`config.mk`:
```
export PLATFORM = sky130hd
export DESIGN_NAME = pipelined_write_rx
export DESIGN_NICKNAME = d
export VERILOG_FILES = /design/src/rtl/pipelined_write_rx_pkg.sv /design/src/rtl/pipelined_write_rx_obuf.sv /design/src/rtl/pipelined_write_rx.sv
export SDC_FILE = /design/constraint.sdc
export NUM_CORES = 1
export LEC_CHECK = 0
export CAP_MARGIN = 20
export CORE_ASPECT_RATIO = 1.75
export CORE_MARGIN = 5
export CORE_UTILIZATION = 54
export CTS_CLUSTER_SIZE = 20
export DETAILED_ROUTE_END_ITERATION = 10
export PLACE_DENSITY = 0.87
export SLEW_MARGIN = 0
export SYNTH_ARGS = -nofsm -noshare
export SYNTH_HDL_FRONTEND = slang
export SYNTH_SLANG_ARGS = --single-unit
```
`constraint.sdc`:
```
create_clock -name clk -period 3.3 [get_ports clk]
set_input_delay 0.495 -clock clk [delete_from_list [all_inputs] [get_ports clk]]
set_output_delay 0.495 -clock clk [all_outputs]
set_load 0.1 [all_outputs]
```
`src/rtl/pipelined_write_rx_pkg.sv`:
```
// rtl/pipelined_write_rx_pkg.sv - shared types and constants for the pipelined write receiver
package pipelined_write_rx_pkg;

    localparam int MAX_WR_CYCLES       = 4;
    localparam int WR_WIDTH            = 8;
    localparam int WR_RX_PAYLOAD_WIDTH = MAX_WR_CYCLES * WR_WIDTH;
    localparam int WR_RX_ERR_E_WIDTH   = 3;
    localparam int TIMEOUT_CYCLES      = 16;

    typedef enum logic [2:0] {
        WRITE_TYPE_STD          = 3'd0,
        WRITE_TYPE_MULTI_WDONE  = 3'd1,
        WRITE_TYPE_SINGLE_WDONE = 3'd2
    } write_type_e;

    typedef enum logic [1:0] {
        CYC_IDLE  = 2'd0,
        CYC_VALID = 2'd1,
        CYC_DONE  = 2'd2
    } cycle_type_e;

    typedef enum logic [WR_RX_ERR_E_WIDTH-1:0] {
        WR_RX_ERR_NONE         = 3'd0,
        WR_RX_ERR_BAD_TYPE     = 3'd1,
        WR_RX_ERR_EARLY_DONE   = 3'd2,
        WR_RX_ERR_MISSING_DONE = 3'd3,
        WR_RX_ERR_OVERRUN      = 3'd4,
        WR_RX_ERR_TIMEOUT      = 3'd5
    } wr_rx_err_e;

    // Bus layout: cmd = {vld, write_type[2:0], num_cycles[1:0], rsvd[3:0]}
    typedef struct packed {
        logic       vld;
        logic [2:0] write_type;
        logic [1:0] num_cycles;
        logic [3:0] rsvd;
    } write_cmd_t;

    typedef struct packed {
        logic [1:0]          cycle_type;
        logic [WR_WIDTH-1:0] dat;
    } write_data_t;

    typedef enum logic {ST_IDLE, ST_DATA} rx_state_e;

endpackage

```
`src/rtl/pipelined_write_rx_obuf.sv`:
```
// rtl/pipelined_write_rx_obuf.sv - one-entry valid/ready output holding register with overrun detect
module pipelined_write_rx_obuf
    import pipelined_write_rx_pkg::*;
(
    input  logic                           clk,
    input  logic                           rst,
    input  logic                           i_push,
    input  logic [WR_RX_PAYLOAD_WIDTH-1:0] i_dat,
    input  logic [2:0]                     i_num,
    input  logic [2:0]                     i_type,
    input  logic                           i_rdy,
    output logic                           o_vld,
    output logic [WR_RX_PAYLOAD_WIDTH-1:0] o_dat,
    output logic [2:0]                     o_num,
    output logic [2:0]                     o_type,
    output logic                           o_overrun
);

    logic w_load;

    // A push may land in the same cycle the held entry drains.
    assign w_load    = i_push && (!o_vld || i_rdy);
    assign o_overrun = i_push && o_vld && !i_rdy;

    always_ff @(posedge clk or posedge rst) begin
        if (rst) begin
            o_vld  <= 1'b0;
            o_dat  <= '0;
            o_num  <= '0;
            o_type <= '0;
        end else if (w_load) begin
            o_vld  <= 1'b1;
            o_dat  <= i_dat;
            o_num  <= i_num;
            o_type <= i_type;
        end else if (o_vld && i_rdy) begin
            o_vld  <= 1'b0;
        end
    end

endmodule

```
`src/rtl/pipelined_write_rx.sv`:
```
// rtl/pipelined_write_rx.sv - pipelined write receiver; optional PIPELINED_WRITE_RX_TIMEOUT_EN bubble timeout
module pipelined_write_rx
    import pipelined_write_rx_pkg::*;
(
    input  logic                           clk,
    input  logic                           rst,
    input  logic [9:0]                     wr_bus_i,
    output logic                           out_vld_o,
    input  logic                           out_rdy_i,
    output logic [WR_RX_PAYLOAD_WIDTH-1:0] out_dat_o,
    output logic [2:0]                     out_num_o,
    output logic [2:0]                     out_type_o,
    output logic                           wdone_o,
    output logic                           err_vld_o,
    output logic [WR_RX_ERR_E_WIDTH-1:0]   err_code_o
);

    localparam int CNT_W = $clog2(MAX_WR_CYCLES);

    rx_state_e                    r_state, w_state_nxt;
    logic [CNT_W-1:0]             r_cnt, r_last;
    logic [2:0]                   r_type;
    logic [WR_RX_PAYLOAD_WIDTH-1:0] r_asm, w_payload;
    write_cmd_t                   w_cmd;
    write_data_t                  w_dat;
    logic                         w_accept, w_store, w_complete, w_err, w_wdone, w_overrun;
    wr_rx_err_e                   w_err_code;
    logic                         w_unused_rsvd;

    assign w_cmd         = write_cmd_t'(wr_bus_i);
    assign w_dat         = write_data_t'(wr_bus_i);
    assign w_unused_rsvd = ^w_cmd.rsvd;
    assign w_payload     = r_asm | ({{(WR_RX_PAYLOAD_WIDTH-WR_WIDTH){1'b0}}, w_dat.dat} << {r_cnt, 3'b000});

`ifdef PIPELINED_WRITE_RX_TIMEOUT_EN
    localparam int BUB_W = $clog2(TIMEOUT_CYCLES + 1);
    logic [BUB_W-1:0] r_bub;
    logic             w_bubble;
`endif

    always_comb begin
        w_state_nxt = r_state;
        w_accept    = 1'b0;
        w_store     = 1'b0;
        w_complete  = 1'b0;
        w_err       = 1'b0;
        w_err_code  = WR_RX_ERR_NONE;
        w_wdone     = 1'b0;
`ifdef PIPELINED_WRITE_RX_TIMEOUT_EN
        w_bubble    = 1'b0;
`endif
        case (r_state)
            ST_IDLE: begin
                if (w_cmd.vld) begin
                    if (w_cmd.write_type > WRITE_TYPE_SINGLE_WDONE) begin
                        w_err      = 1'b1;
                        w_err_code = WR_RX_ERR_BAD_TYPE;
                    end else begin
                        w_accept    = 1'b1;
                        w_state_nxt = ST_DATA;
                    end
                end
            end
            default: begin
                case (w_dat.cycle_type)
                    CYC_VALID: begin
                        if (r_cnt == r_last) begin
                            w_err       = 1'b1;
                            w_err_code  = WR_RX_ERR_MISSING_DONE;
                            w_state_nxt = ST_IDLE;
                        end else begin
                            w_store = 1'b1;
                            w_wdone = (r_type == WRITE_TYPE_MULTI_WDONE);
                        end
                    end
                    CYC_DONE: begin
                        w_state_nxt = ST_IDLE;
                        if (r_cnt == r_last) begin
                            w_complete = 1'b1;
                            w_wdone    = (r_type != WRITE_TYPE_STD);
                        end else begin
                            w_err      = 1'b1;
                            w_err_code = WR_RX_ERR_EARLY_DONE;
                        end
                    end
                    default: begin
`ifdef PIPELINED_WRITE_RX_TIMEOUT_EN
                        w_bubble = 1'b1;
                        if (r_bub == BUB_W'(TIMEOUT_CYCLES - 1)) begin
                            w_err       = 1'b1;
                            w_err_code  = WR_RX_ERR_TIMEOUT;
                            w_state_nxt = ST_IDLE;
                        end
`endif
                    end
                endcase
            end
        endcase
    end

    always_ff @(posedge clk or posedge rst) begin
        if (rst) begin
            r_state <= ST_IDLE;
            r_cnt   <= '0;
            r_last  <= '0;
            r_type  <= '0;
            r_asm   <= '0;
        end else begin
            r_state <= w_state_nxt;
            if (w_accept) begin
                r_cnt  <= '0;
                // num_cycles==0 wraps to MAX_WR_CYCLES-1, i.e. a full-width write.
                r_last <= w_cmd.num_cycles - 1'b1;
                r_type <= w_cmd.write_type;
                r_asm  <= '0;
            end else if (w_store) begin
                r_cnt  <= r_cnt + 1'b1;
                r_asm  <= w_payload;
            end
        end
    end

`ifdef PIPELINED_WRITE_RX_TIMEOUT_EN
    always_ff @(posedge clk or posedge rst) begin
        if (rst)           r_bub <= '0;
        else if (w_bubble) r_bub <= r_bub + 1'b1;
        else               r_bub <= '0;
    end
`endif

    always_ff @(posedge clk or posedge rst) begin
        if (rst) begin
            wdone_o    <= 1'b0;
            err_vld_o  <= 1'b0;
            err_code_o <= '0;
        end else begin
            wdone_o    <= w_wdone;
            err_vld_o  <= w_err || w_overrun;
            err_code_o <= w_overrun ? WR_RX_ERR_OVERRUN : w_err_code;
        end
    end

    pipelined_write_rx_obuf u_obuf (
        .clk       (clk),
        .rst       (rst),
        .i_push    (w_complete),
        .i_dat     (w_payload),
        .i_num     ({1'b0, r_cnt} + 3'd1),
        .i_type    (r_type),
        .i_rdy     (out_rdy_i),
        .o_vld     (out_vld_o),
        .o_dat     (out_dat_o),
        .o_num     (out_num_o),
        .o_type    (out_type_o),
        .o_overrun (w_overrun)
    );

endmodule

```
* Word level (Yosys, flattened, before mapping)
Cells that the tools add are included.
** Word-level totals
- Input port bits :: 13
- Output and inout port bits :: 44
- Flip-flop bits (word level) :: 84
** Cells by class
- Eq/ne operators :: 4
- Reductions and logical operators :: 11
- $add $sub $neg :: 3
- Shift-type cells :: 1
- Mux-type cells :: 32
- Bitwise logic cells :: 1
- $lt $le $gt $ge :: 1
** Operator list (count)
- two-way mux 32 bit :: 2
- bitwise OR 32 bit :: 1
- left shift 8 x 5 -> 32 bit :: 1
- two-way mux 1 bit :: 20
- two-way mux 2 bit :: 4
- two-way mux 3 bit :: 2
- one-hot mux 1 bit (2 select lines) :: 3
- logical AND 1 bit :: 4
- one-hot mux 2 bit (2 select lines) :: 1
- nonzero test 2 bit :: 2
- adder 2 x 1 -> 3 bit (second input constant) :: 1
- == test 3 x 1 -> 1 bit (second input constant) :: 1
- > comparator 3 x 2 -> 1 bit (second input constant) :: 1
- nonzero test 3 bit :: 1
- adder 2 x 1 -> 2 bit (second input constant) :: 1
- == test 2 x 1 -> 1 bit (second input constant) :: 1
- == test 2 bit :: 1
- == test 2 bit (second input constant) :: 1
- logical NOT 1 bit :: 2
- logical OR 1 bit :: 2
- subtractor 2 x 1 -> 2 bit (second input constant) :: 1

* Depth between registers and ports, before layout
Gate-level depths: netlist of the first run.
- Depth in word-level cells :: 7
- Gate-level depth with buffers :: 7

* Hierarchy
From an unflattened synthesis of the first run, not the netlist that was laid out.
** Unflattened totals
- Cells, all modules :: 294
- Area, all modules :: 3758.6 um^2
** By module, submodules not included
- pipelined_write_rx :: area each 2205.9 um^2, seq. area each 1126.1 um^2, instances 1, cells an instance 207
- pipelined_write_rx_obuf :: area each 1552.7 um^2, seq. area each 975.9 um^2, instances 1, cells an instance 87

* Worst setup path before layout of the first run
OpenSTA, ideal clock, no wires.
- Kind :: register to register
- Start point :: register u_obuf.o_vld
- End point :: register u_obuf.o_num[1]
- Path slack :: 1.324 ns
- Cell stages (with the launch flop) :: 5
- Arrival time :: 1.848 ns
- Buffers on the path :: 1
- Data required time :: 3.172 ns
- Period minus slack after synthesis :: 1.976 ns
- Library setup time :: 0.128 ns
- Path through :: dfrtp_1 -> nor2b_1 -> nor4_4 -> buf_6 -> mux2_1
** On the way
- Cells in the longest elaborated chain, start to end :: 3
** Ends and longest elaborated chain
- from (decl) :: line pipelined_write_rx_obuf.sv:12 : output logic o_vld,
- from (signal assigned) :: line pipelined_write_rx_obuf.sv:27 : o_vld <= 1'b0;
- from (signal assigned) :: line pipelined_write_rx_obuf.sv:32 : o_vld <= 1'b1;
- from (signal assigned) :: line pipelined_write_rx_obuf.sv:37 : o_vld <= 1'b0;
- logical NOT 1 bit :: line pipelined_write_rx_obuf.sv:22 : assign w_load = i_push && (!o_vld || i_rdy);
- logical OR 1 bit :: line pipelined_write_rx_obuf.sv:22
- logical AND 1 bit :: line pipelined_write_rx_obuf.sv:22
- to (signal assigned) :: line pipelined_write_rx_obuf.sv:34 : o_num <= i_num;
- to (decl) :: line pipelined_write_rx_obuf.sv:14 : output logic [2:0] o_num,
No other way between the ends.
A chain may end at the register's enable or synchronous reset.

* Worst setup path after layout of the first run
- Start point :: register u_obuf.o_dat[1]
- End point :: output out_dat_o[1]
** RTL lines
- from (decl) :: line pipelined_write_rx_obuf.sv:13 : output logic [WR_RX_PAYLOAD_WIDTH-1:0] o_dat,
- from (signal assigned) :: line pipelined_write_rx_obuf.sv:33 : o_dat <= i_dat;
- to (decl) :: line pipelined_write_rx.sv:10 : output logic [WR_RX_PAYLOAD_WIDTH-1:0] out_dat_o,
No word-level cell between the ends.

==> impl_metrics.env, run 1 <==
export IMPL_status="completed"
export IMPL_coreArea_um2=6807
export IMPL_regArea_um2=2102
export IMPL_startpoint_type="flop"
export IMPL_required_ps=2800
export IMPL_first_pass_iters=4
export IMPL_ios=57
export IMPL_vias=2745
export IMPL_maxSlewHeadroom_pct=34.57
export IMPL_multi_input_area_um2=1309
export IMPL_ys_ff_latch=84
export IMPL_worstSetupPathType="reg -> out"
export IMPL_cts_made_buffers=9
export IMPL_cts_tree="yes"
export IMPL_max_stage_delay_ps=1140
export IMPL_drcViolationCount=0
export IMPL_fin_tns_setup_ps=0
export IMPL_post_cts_buffers=0
export IMPL_min_path_type="in -> async"
export IMPL_h_tree_depth=3
export IMPL_drt_vias_per_instance=5.779
export IMPL_syn_nets=359
export IMPL_syn_to_final_growth_pct=22.13
export IMPL_crit_arrival_ps=1860
export IMPL_start_util_pct=54.74
export IMPL_ys_seq_area_share_pct=56.41
export IMPL_yosysWarnings=0
export IMPL_end_kind="primary output"
export IMPL_grt_max_degree=35
export IMPL_die_w_um=72.79
export IMPL_grt_pass1_vias=2879
export IMPL_netlist_area_um2=3726
export IMPL_synth_avg_cell_area_um2=10.86
export IMPL_postSynthCellCount=343
export IMPL_fillers=533
export IMPL_die_area_um2=8726
export IMPL_critPathSlowestCell="clkdlybuf4s50_1"
export IMPL_drive_gt1_share_pct=9.207
export IMPL_critPathBufInv=1
export IMPL_die_h_um=119.9
export IMPL_clock_skew_ps=4.825
export IMPL_post_route_period_util_pct=71.32
export IMPL_clk_pin_slew_ps=60
export IMPL_cts_hold_repair_buffers=0
export IMPL_first_iter_violations=182
export IMPL_cp_depth=1
export IMPL_final_antenna_net_count=0
export IMPL_rows=40
export IMPL_slew_viol_final=0
export IMPL_r2r_cells=4
export IMPL_antenna_found_initial=0
export IMPL_nets=403
export IMPL_cts_resized=0
export IMPL_crit_path_max_fanout=2
export IMPL_path_delay_family="buffers and inverters"
export IMPL_setup_violations_final=0
export IMPL_wl_mm=8.620
export IMPL_cts_sinks=84
export IMPL_port_buffers=56
export IMPL_grt_overflow=0
export IMPL_grt_pass1_wl_mm=14.45
export IMPL_grtUsageTotal_pct=21.67
export IMPL_wl_per_cell_um=18.15
export IMPL_min_period_ps=2354
export IMPL_insertedDiodeCount=0
export IMPL_clk_path_buf_depth=2
export IMPL_fmax_ghz=0.4249
export IMPL_synth_cell_types=41
export IMPL_clockRootBuffer="clkbuf_16"
export IMPL_worst_pin_slew_ps=978.4
export IMPL_grt_setup_unrepaired="false"
export IMPL_finalWeightedCongestion=0.9334
export IMPL_clock_latency_ps=340
export IMPL_hpwl_mm=5.852
export IMPL_hold_violations=0
export IMPL_cap_violations=0
export IMPL_path_cells="clkdlybuf4s50_1"
==> cell usage in the layout (no fill, tap or decap), types with 2 or more instances in the layout <==
master,count
dfrtp_1,84
clkdlybuf4s50_1,47
inv_1,38
mux2i_1,35
nor2_1,34
a21oi_1,34
a31oi_1,32
buf_4,15
clkbuf_16,9
o21ai_0,6
nand2b_1,5
mux2_1,5
nor2b_1,4
nand2_1,4
xnor2_1,3
mux2_2,3
ha_1,3
clkbuf_8,3
a21o_1,2
xor2_2,2
and4b_1,2
clkbuf_1,2
==> synth_stat cells <==
| library cell | instances | area [um2] |
|---|---|---|
| and4b_1 | 2 | 20.02 |
| nor4_1 | 1 | 6.260 |
| mux2i_1 | 35 | 350.3 |
| xnor2_1 | 3 | 26.28 |
| o211a_1 | 1 | 10.01 |
| nand2b_1 | 5 | 31.28 |
| mux2_1 | 5 | 56.30 |
| nor4_4 | 1 | 21.27 |
| buf_4 | 2 | 15.01 |
| o311ai_0 | 1 | 8.760 |
| o2111ai_1 | 1 | 8.760 |
| o22ai_1 | 1 | 6.260 |
| buf_8 | 2 | 30.03 |
| clkbuf_1 | 8 | 30.03 |
| nor2_2 | 1 | 6.260 |
| a21o_1 | 2 | 15.01 |
| and3_1 | 1 | 6.260 |
| buf_2 | 7 | 35.03 |
| o211ai_1 | 1 | 7.510 |
| and4_1 | 1 | 8.760 |
| ha_1 | 3 | 37.54 |
| o21ai_0 | 6 | 30.03 |
| nor2b_1 | 4 | 25.02 |
| inv_1 | 39 | 146.4 |
| and2_1 | 1 | 6.260 |
| nor2_1 | 34 | 127.6 |
| a31oi_1 | 32 | 200.2 |
| o221ai_1 | 1 | 8.760 |
| o31ai_1 | 1 | 7.510 |
| mux2_2 | 3 | 33.78 |
| nand3_1 | 1 | 5.000 |
| a21boi_0 | 1 | 7.510 |
| buf_6 | 2 | 22.52 |
| dfrtp_1 | 84 | 2102 |
| a21oi_1 | 34 | 170.2 |
| or4_1 | 1 | 7.510 |
| xor2_2 | 2 | 32.53 |
| nor3_1 | 1 | 5.000 |
| buf_1 | 3 | 11.26 |
| nand2_1 | 4 | 15.01 |
| clkbuf_2 | 5 | 25.02 |
==> metal layers <==
metal	global-route usage, %	part of all wire, %
met5	0	0
met4	12.36	4.0
met3	4.275	4.2
met2	34.79	53
met1	26.72	38
==> state kept, by name (all words and copies together), names as in the netlist, 2 cells and up <==
signal and cells:
r_asm 32, r_last 2, u_obuf.o_num 3, u_obuf.o_type 3
r_type 3, r_cnt 2, u_obuf.o_dat 32, err_code_o 3
==> kinds of logic (layout without fill, tap and decap cells) <==
family	Yosys count	in the layout	share of synthesized area [%]
flip-flops	84	84	56.41
AO/OA/AOI/OAI	82	82	12.89
buffers and inverters	68	116	8.462
AND/OR/NAND/NOR	58	58	7.824
multiplexers	43	43	11.82
XOR/XNOR	5	5	1.578
adder cells (fa/ha/maj)	3	3	1.007
==> per-stage QoR <==
step                      hold slack (ps)  util [%]  std cells  area [um2]  worst slack (ps)
after floorplan                     463.3         -        343        3726             639.9
after global placement              473.6     62.39        460        4247             759.3
after detailed placement            479.1     62.39        460        4247             622.6
after CTS                           497.1     66.86        475        4551             936.4
after global routing                508.8     66.86        475        4551             841.4
final                               488.0     66.86        475        4551             946.4
==> worst paths after layout <==
| check | endpoint | startpoint | slack, ps |
|---|---|---|---|
| max | out_dat_o[1] | u_obuf.o_dat[1] | 950 |
| min in group clk | u_obuf.o_num[1] | u_obuf.o_num[1] | 490 |
| max reg2reg | u_obuf.o_dat[28] | r_cnt[0] | 1000 |
| min reg2reg | u_obuf.o_num[1] | u_obuf.o_num[1] | 490 |
| max in group asynchronous | u_obuf.o_dat[2] | rst | 2020 |
| min | err_code_o[1] | rst | 490 |
==> cell type report <==
cell class | instances | share of cell area, %
Clock buffer | 14 | 6.021
Multi-Input combinational cell | 191 | 28.76
Sequential cell | 84 | 46.19
Timing Repair Buffer | 62 | 12.81
Tap cell | 84 | 2.310
Clock inverter | 1 | 0.6599
Inverter | 39 | 3.244
Power of run 1 is left out: the tool's default activity adds up to more than one toggle a clock period on the data nets, which glitch-free logic cannot reach.
==> inputs of run 2 (changes only) <==
==> constraint.sdc (replaced) <==
create_clock -name clk -period 2.3 [get_ports clk]
set_input_delay 0.345 -clock clk [delete_from_list [all_inputs] [get_ports clk]]
set_output_delay 0.345 -clock clk [all_outputs]
set_load 0.1 [all_outputs]
==> impl_metrics.env, run 2 (synthesis results as in run 1) <==
export IMPL_status="completed"
export IMPL_layout_common_cells="dfrtp_1, buf_4, inv_1, mux2i_1"
export IMPL_coreArea_um2=6807
export IMPL_die_w_um=72.79
export IMPL_grt_pass1_vias=2806
export IMPL_insertedDiodeCount=0
export IMPL_nets=406
export IMPL_hpwl_mm=5.678
export IMPL_fin_tns_setup_ps=0
export IMPL_first_pass_iters=6
export IMPL_vias=2730
export IMPL_clockRootBuffer="clkbuf_16"
export IMPL_reg2reg_from="r_cnt[0]"
export IMPL_grt_setup_unrepaired="false"
export IMPL_final_antenna_net_count=0
export IMPL_r2r_cells=4
export IMPL_syn_to_final_growth_pct=23.24
export IMPL_min_path_type="in -> async"
export IMPL_rows=40
export IMPL_slew_viol_final=0
export IMPL_post_cts_buffers=0
export IMPL_fmax_ghz=0.5358
export IMPL_cts_hold_repair_buffers=0
export IMPL_ios=57
export IMPL_die_area_um2=8726
export IMPL_clock_latency_ps=330
export IMPL_r2r_slack_ps=430
export IMPL_antenna_found_initial=0
export IMPL_path_delay_family="simple AND/OR/NAND/NOR gates"
export IMPL_worst_pin_slew_ps=984.1
export IMPL_clock_skew_ps=4.491
export IMPL_start_util_pct=54.74
export IMPL_min_period_ps=1866
export IMPL_maxSlewHeadroom_pct=34.15
export IMPL_wl_per_cell_um=17.66
export IMPL_critPathBufInv=1
export IMPL_drt_vias_per_instance=5.699
export IMPL_r2r_end="r_asm[7]"
export IMPL_cts_sinks=84
export IMPL_wl_mm=8.461
export IMPL_cts_made_buffers=9
export IMPL_cap_violations=0
export IMPL_hold_violations=0
export IMPL_die_h_um=119.9
export IMPL_cts_resized=0
export IMPL_post_route_period_util_pct=81.14
export IMPL_port_buffers=56
export IMPL_end_kind="flop"
export IMPL_largestRegisters="r_asm x32, u_obuf.o_dat x32"
export IMPL_path_cells="buf_4 -> nor2_1 -> a31oi_1 -> nor2_1"
export IMPL_setup_violations_final=0
export IMPL_clk_pin_slew_ps=60
export IMPL_finalWeightedCongestion=0.9610
export IMPL_crit_arrival_ps=2130
export IMPL_drcViolationCount=0
export IMPL_path_common_cell="nor2_1"
export IMPL_drive_gt1_share_pct=19.49
export IMPL_first_iter_violations=230
export IMPL_startpoint_type="flop"
export IMPL_clk_path_buf_depth=2
export IMPL_grtUsageTotal_pct=21.44
export IMPL_worstSetupPathType="reg -> reg"
export IMPL_grt_overflow=0
export IMPL_required_ps=2560
export IMPL_final_common_cell="dfrtp_1"
export IMPL_crit_path_max_fanout=16
export IMPL_cts_tree="yes"
export IMPL_grt_max_degree=85
export IMPL_h_tree_depth=3
export IMPL_critPathSlowestCell="nor2_1"
export IMPL_grt_pass1_wl_mm=14.36
export IMPL_max_stage_delay_ps=750
==> run 2: worst max-delay path by stage <==
stage	startpoint	end	cells past startpoint
after global routing	r_cnt[1]	u_obuf.o_dat[2]	3
after CTS	r_cnt[0]	r_asm[7]	4
after floorplan	u_obuf.o_vld	u_obuf.o_num[1]	4
after global placement	wr_bus_i[8]	u_obuf.o_num[2]	7
after detailed placement	wr_bus_i[9]	u_obuf.o_num[2]	6
final	r_cnt[0]	r_asm[7]	4
==> run 2: area by class of cell <==
type                            instances  area, um2
Clock buffer                           13      280.3
Clock inverter                          3      90.09
Fill cell                             545       2215
Inverter                               39      150.1
Multi-Input combinational cell        191       1309
Sequential cell                        84       2102
Tap cell                               84      105.1
Timing Repair Buffer                   65      555.5
==> run 2: stage by stage <==
| stage | std cells | area, um2 | hold WS (ps) | utilization, % | setup slack (ps) |
|---|---|---|---|---|---|
| final | 479 | 4592 | 476.3 | 67.46 | 433.8 |
| after global routing | 479 | 4592 | 513.3 | 67.46 | 255.3 |
| after CTS | 479 | 4592 | 496.0 | 67.46 | 452.1 |
| after detailed placement | 463 | 4222 | 478.4 | 62.02 | 130.2 |
| after global placement | 463 | 4222 | 475.5 | 62.02 | 167.2 |
| after floorplan | 343 | 3730 | 463.3 | - | 324.3 |
==> run 2: layer usage <==
layer	wire (um)	global-route usage (%)	vias up
li1	-	-	1254
met1	3308	27.10	1372
met2	4522	35.52	88
met3	448	3.437	16
met4	182	9.700	0
met5	0	0	-
==> run 2: worst min-delay path: stages <==
cell and delay, ps:
clkdlybuf4s50_1 440, clkinvlp_4 100, buf_12 340
Power of run 2 is left out for the same reason.
==> inputs of run 3 (changes only) <==
--- a/config.mk
+++ b/config.mk
@@ -8,10 +8,10 @@
 export CAP_MARGIN = 20
 export CORE_ASPECT_RATIO = 1.75
 export CORE_MARGIN = 5
-export CORE_UTILIZATION = 54
+export CORE_UTILIZATION = 48
 export CTS_CLUSTER_SIZE = 20
 export DETAILED_ROUTE_END_ITERATION = 10
-export PLACE_DENSITY = 0.87
+export PLACE_DENSITY = 0.82
 export SLEW_MARGIN = 0
 export SYNTH_ARGS = -nofsm -noshare
 export SYNTH_HDL_FRONTEND = slang
==> constraint.sdc (replaced) <==
create_clock -name clk -period 1.65 [get_ports clk]
set_input_delay 0.2475 -clock clk [delete_from_list [all_inputs] [get_ports clk]]
set_output_delay 0.2475 -clock clk [all_outputs]
set_load 0.1 [all_outputs]
==> impl_metrics.env, run 3 (synthesis results as in run 1) <==
export IMPL_fin_ws_ps=-7.504
export IMPL_status="complete, but fails checks"
export IMPL_final_cells=511
export IMPL_post_route_period_util_pct=100.5
export IMPL_r2r_cells=4
export IMPL_grt_overflow=0
export IMPL_nets=434
export IMPL_first_pass_iters=5
export IMPL_first_iter_violations=242
export IMPL_insertedDiodeCount=0
export IMPL_largestRegisters="r_asm x32, u_obuf.o_dat x32"
export IMPL_wl_met2_mm=5.454
export IMPL_final_antenna_net_count=0
export IMPL_critPathBufInv=1
export IMPL_reg2reg_from="r_cnt[0]"
export IMPL_wl_mm=9.963
export IMPL_drive_gt1_share_pct=27.66
export IMPL_finalWeightedCongestion=0.8682
export IMPL_critPathSlowestCell="dfrtp_1"
export IMPL_clockRootBuffer="clkbuf_16"
export IMPL_postLayoutCoreUtil_pct=71.83
export IMPL_grt_pass1_vias=3147
export IMPL_crit_path_max_fanout=6
export IMPL_grt_pass1_wl_mm=15.82
export IMPL_min_period_ps=1658
export IMPL_maxSlewHeadroom_pct=67.64
export IMPL_regArea_um2=2106
export IMPL_die_w_um=76.60
export IMPL_slew_viol_final=0
export IMPL_path_cells="xor2_2 -> nor4_4 -> buf_4 -> mux2_1"
export IMPL_clock_skew_ps=5.368
export IMPL_rows=42
export IMPL_final_common_cell="dfrtp_1"
export IMPL_cts_made_buffers=9
export IMPL_startpoint_type="flop"
export IMPL_r2r_slack_ps=-8
export IMPL_end_kind="flop"
export IMPL_dp_cells=492
export IMPL_worstSetupPathType="reg -> reg"
export IMPL_hpwl_mm=6.683
export IMPL_port_buffers=56
export IMPL_path_delay_family="flip-flops"
export IMPL_required_ps=1870
export IMPL_die_h_um=126.6
export IMPL_drcViolationCount=0
export IMPL_wl_met3_um=509
export IMPL_fillers=512
export IMPL_syn_to_final_growth_pct=45.87
export IMPL_drt_vias_per_instance=5.691
export IMPL_h_tree_depth=3
export IMPL_vias=2908
export IMPL_max_stage_delay_ps=410
export IMPL_layout_common_cells="dfrtp_1, buf_12, inv_1, nor2_1, a21oi_1"
export IMPL_drt_met1_wl_mm=3.690
export IMPL_clk_pin_slew_ps=60
export IMPL_antenna_found_initial=0
export IMPL_die_area_um2=9694
export IMPL_fmax_ghz=0.6033
export IMPL_grt_max_degree=26
export IMPL_hold_violations=0
export IMPL_clk_path_buf_depth=2
export IMPL_pre_cts_slack_ps=-453.1
export IMPL_cap_violations=0
export IMPL_min_path_type="in -> async"
export IMPL_ios=57
export IMPL_setup_violations_final=3
export IMPL_coreArea_um2=7567
export IMPL_wl_per_cell_um=19.50
export IMPL_multi_input_area_um2=1366
export IMPL_cts_tree="yes"
export IMPL_crit_arrival_ps=1880
export IMPL_cts_sinks=84
export IMPL_r2r_end="u_obuf.o_type[0]"
export IMPL_violations="setup timing"
export IMPL_start_util_pct=49.24
export IMPL_dr_max_layer_used="met4"
export IMPL_clock_latency_ps=340
export IMPL_worst_pin_slew_ps=484.0
export IMPL_grtUsageTotal_pct=20.66
export IMPL_grt_setup_unrepaired="true"
==> run 3: cell types whose count changed in the layout (fill, tap and decap cells not counted), sizes merged <==
cell	before	now
clkinv	0	3
buf	53	79
clkdlybuf4s50	12	10
bufinv	3	2
dlymetal6s2s	0	2
==> run 3: what timing repair did <==
action / 4_1_cts / 5_1_grt
endpoints found under the setup margin: 38 / 32
buffers inserted: 0 / 1
gates cloned: 0 / 2
gates resized for setup: 2 / 13
hold buffers: 0 / 0
pin swaps: 1 / 2
==> run 3: area by class of cell <==
cell class / instances / area share, %
Clock buffer: 11 / 4.466
Tap cell: 88 / 2.026
Sequential cell: 84 / 38.74
Clock inverter: 5 / 1.381
Timing Repair Buffer: 93 / 25.48
Multi-Input combinational cell: 191 / 25.14
Inverter: 39 / 2.762
==> run 3: worst reg2reg max path: cells and delay by family (launching register included) <==
kind	cells	cell delay, ps
DFF	1	410
and+or+nand+nor	1	360
xor gates and xnor gates	1	210
buffers and inverters	1	230
muxes	1	330
==> run 3: per-stage QoR <==
step                      instance area (um2)  TNS [ps]  hold slack (ps)
after floorplan                          3741         0            463.3
after global placement                   5001    -15310            475.5
after detailed placement                 5001    -22470            485.2
after CTS                                5331         0            260.0
after global routing                     5435    -443.6            274.0
final                                    5435    -13.10            251.6
==> run 3: metal layers <==
metal,vias up,GRT usage [%]
li1,1315,-
met3,28,6.312
met2,124,36.06
met1,1441,22.50
met4,0,10.09
met5,-,0
==> run 3: worst max path at each step <==
stage	startpoint	to	slack, ps	depth (start not counted)
after global routing	r_cnt[0]	u_obuf.o_type[1]	-60	4
final	r_cnt[0]	u_obuf.o_type[0]	-8	4
after global placement	wr_bus_i[9]	u_obuf.o_type[1]	-290	6
after CTS	wr_bus_i[9]	r_asm[11]	8	7
after floorplan	r_state	u_obuf.o_num[1]	40	5
after detailed placement	wr_bus_i[9]	u_obuf.o_dat[7]	-450	7
Power of run 3 is left out for the same reason.
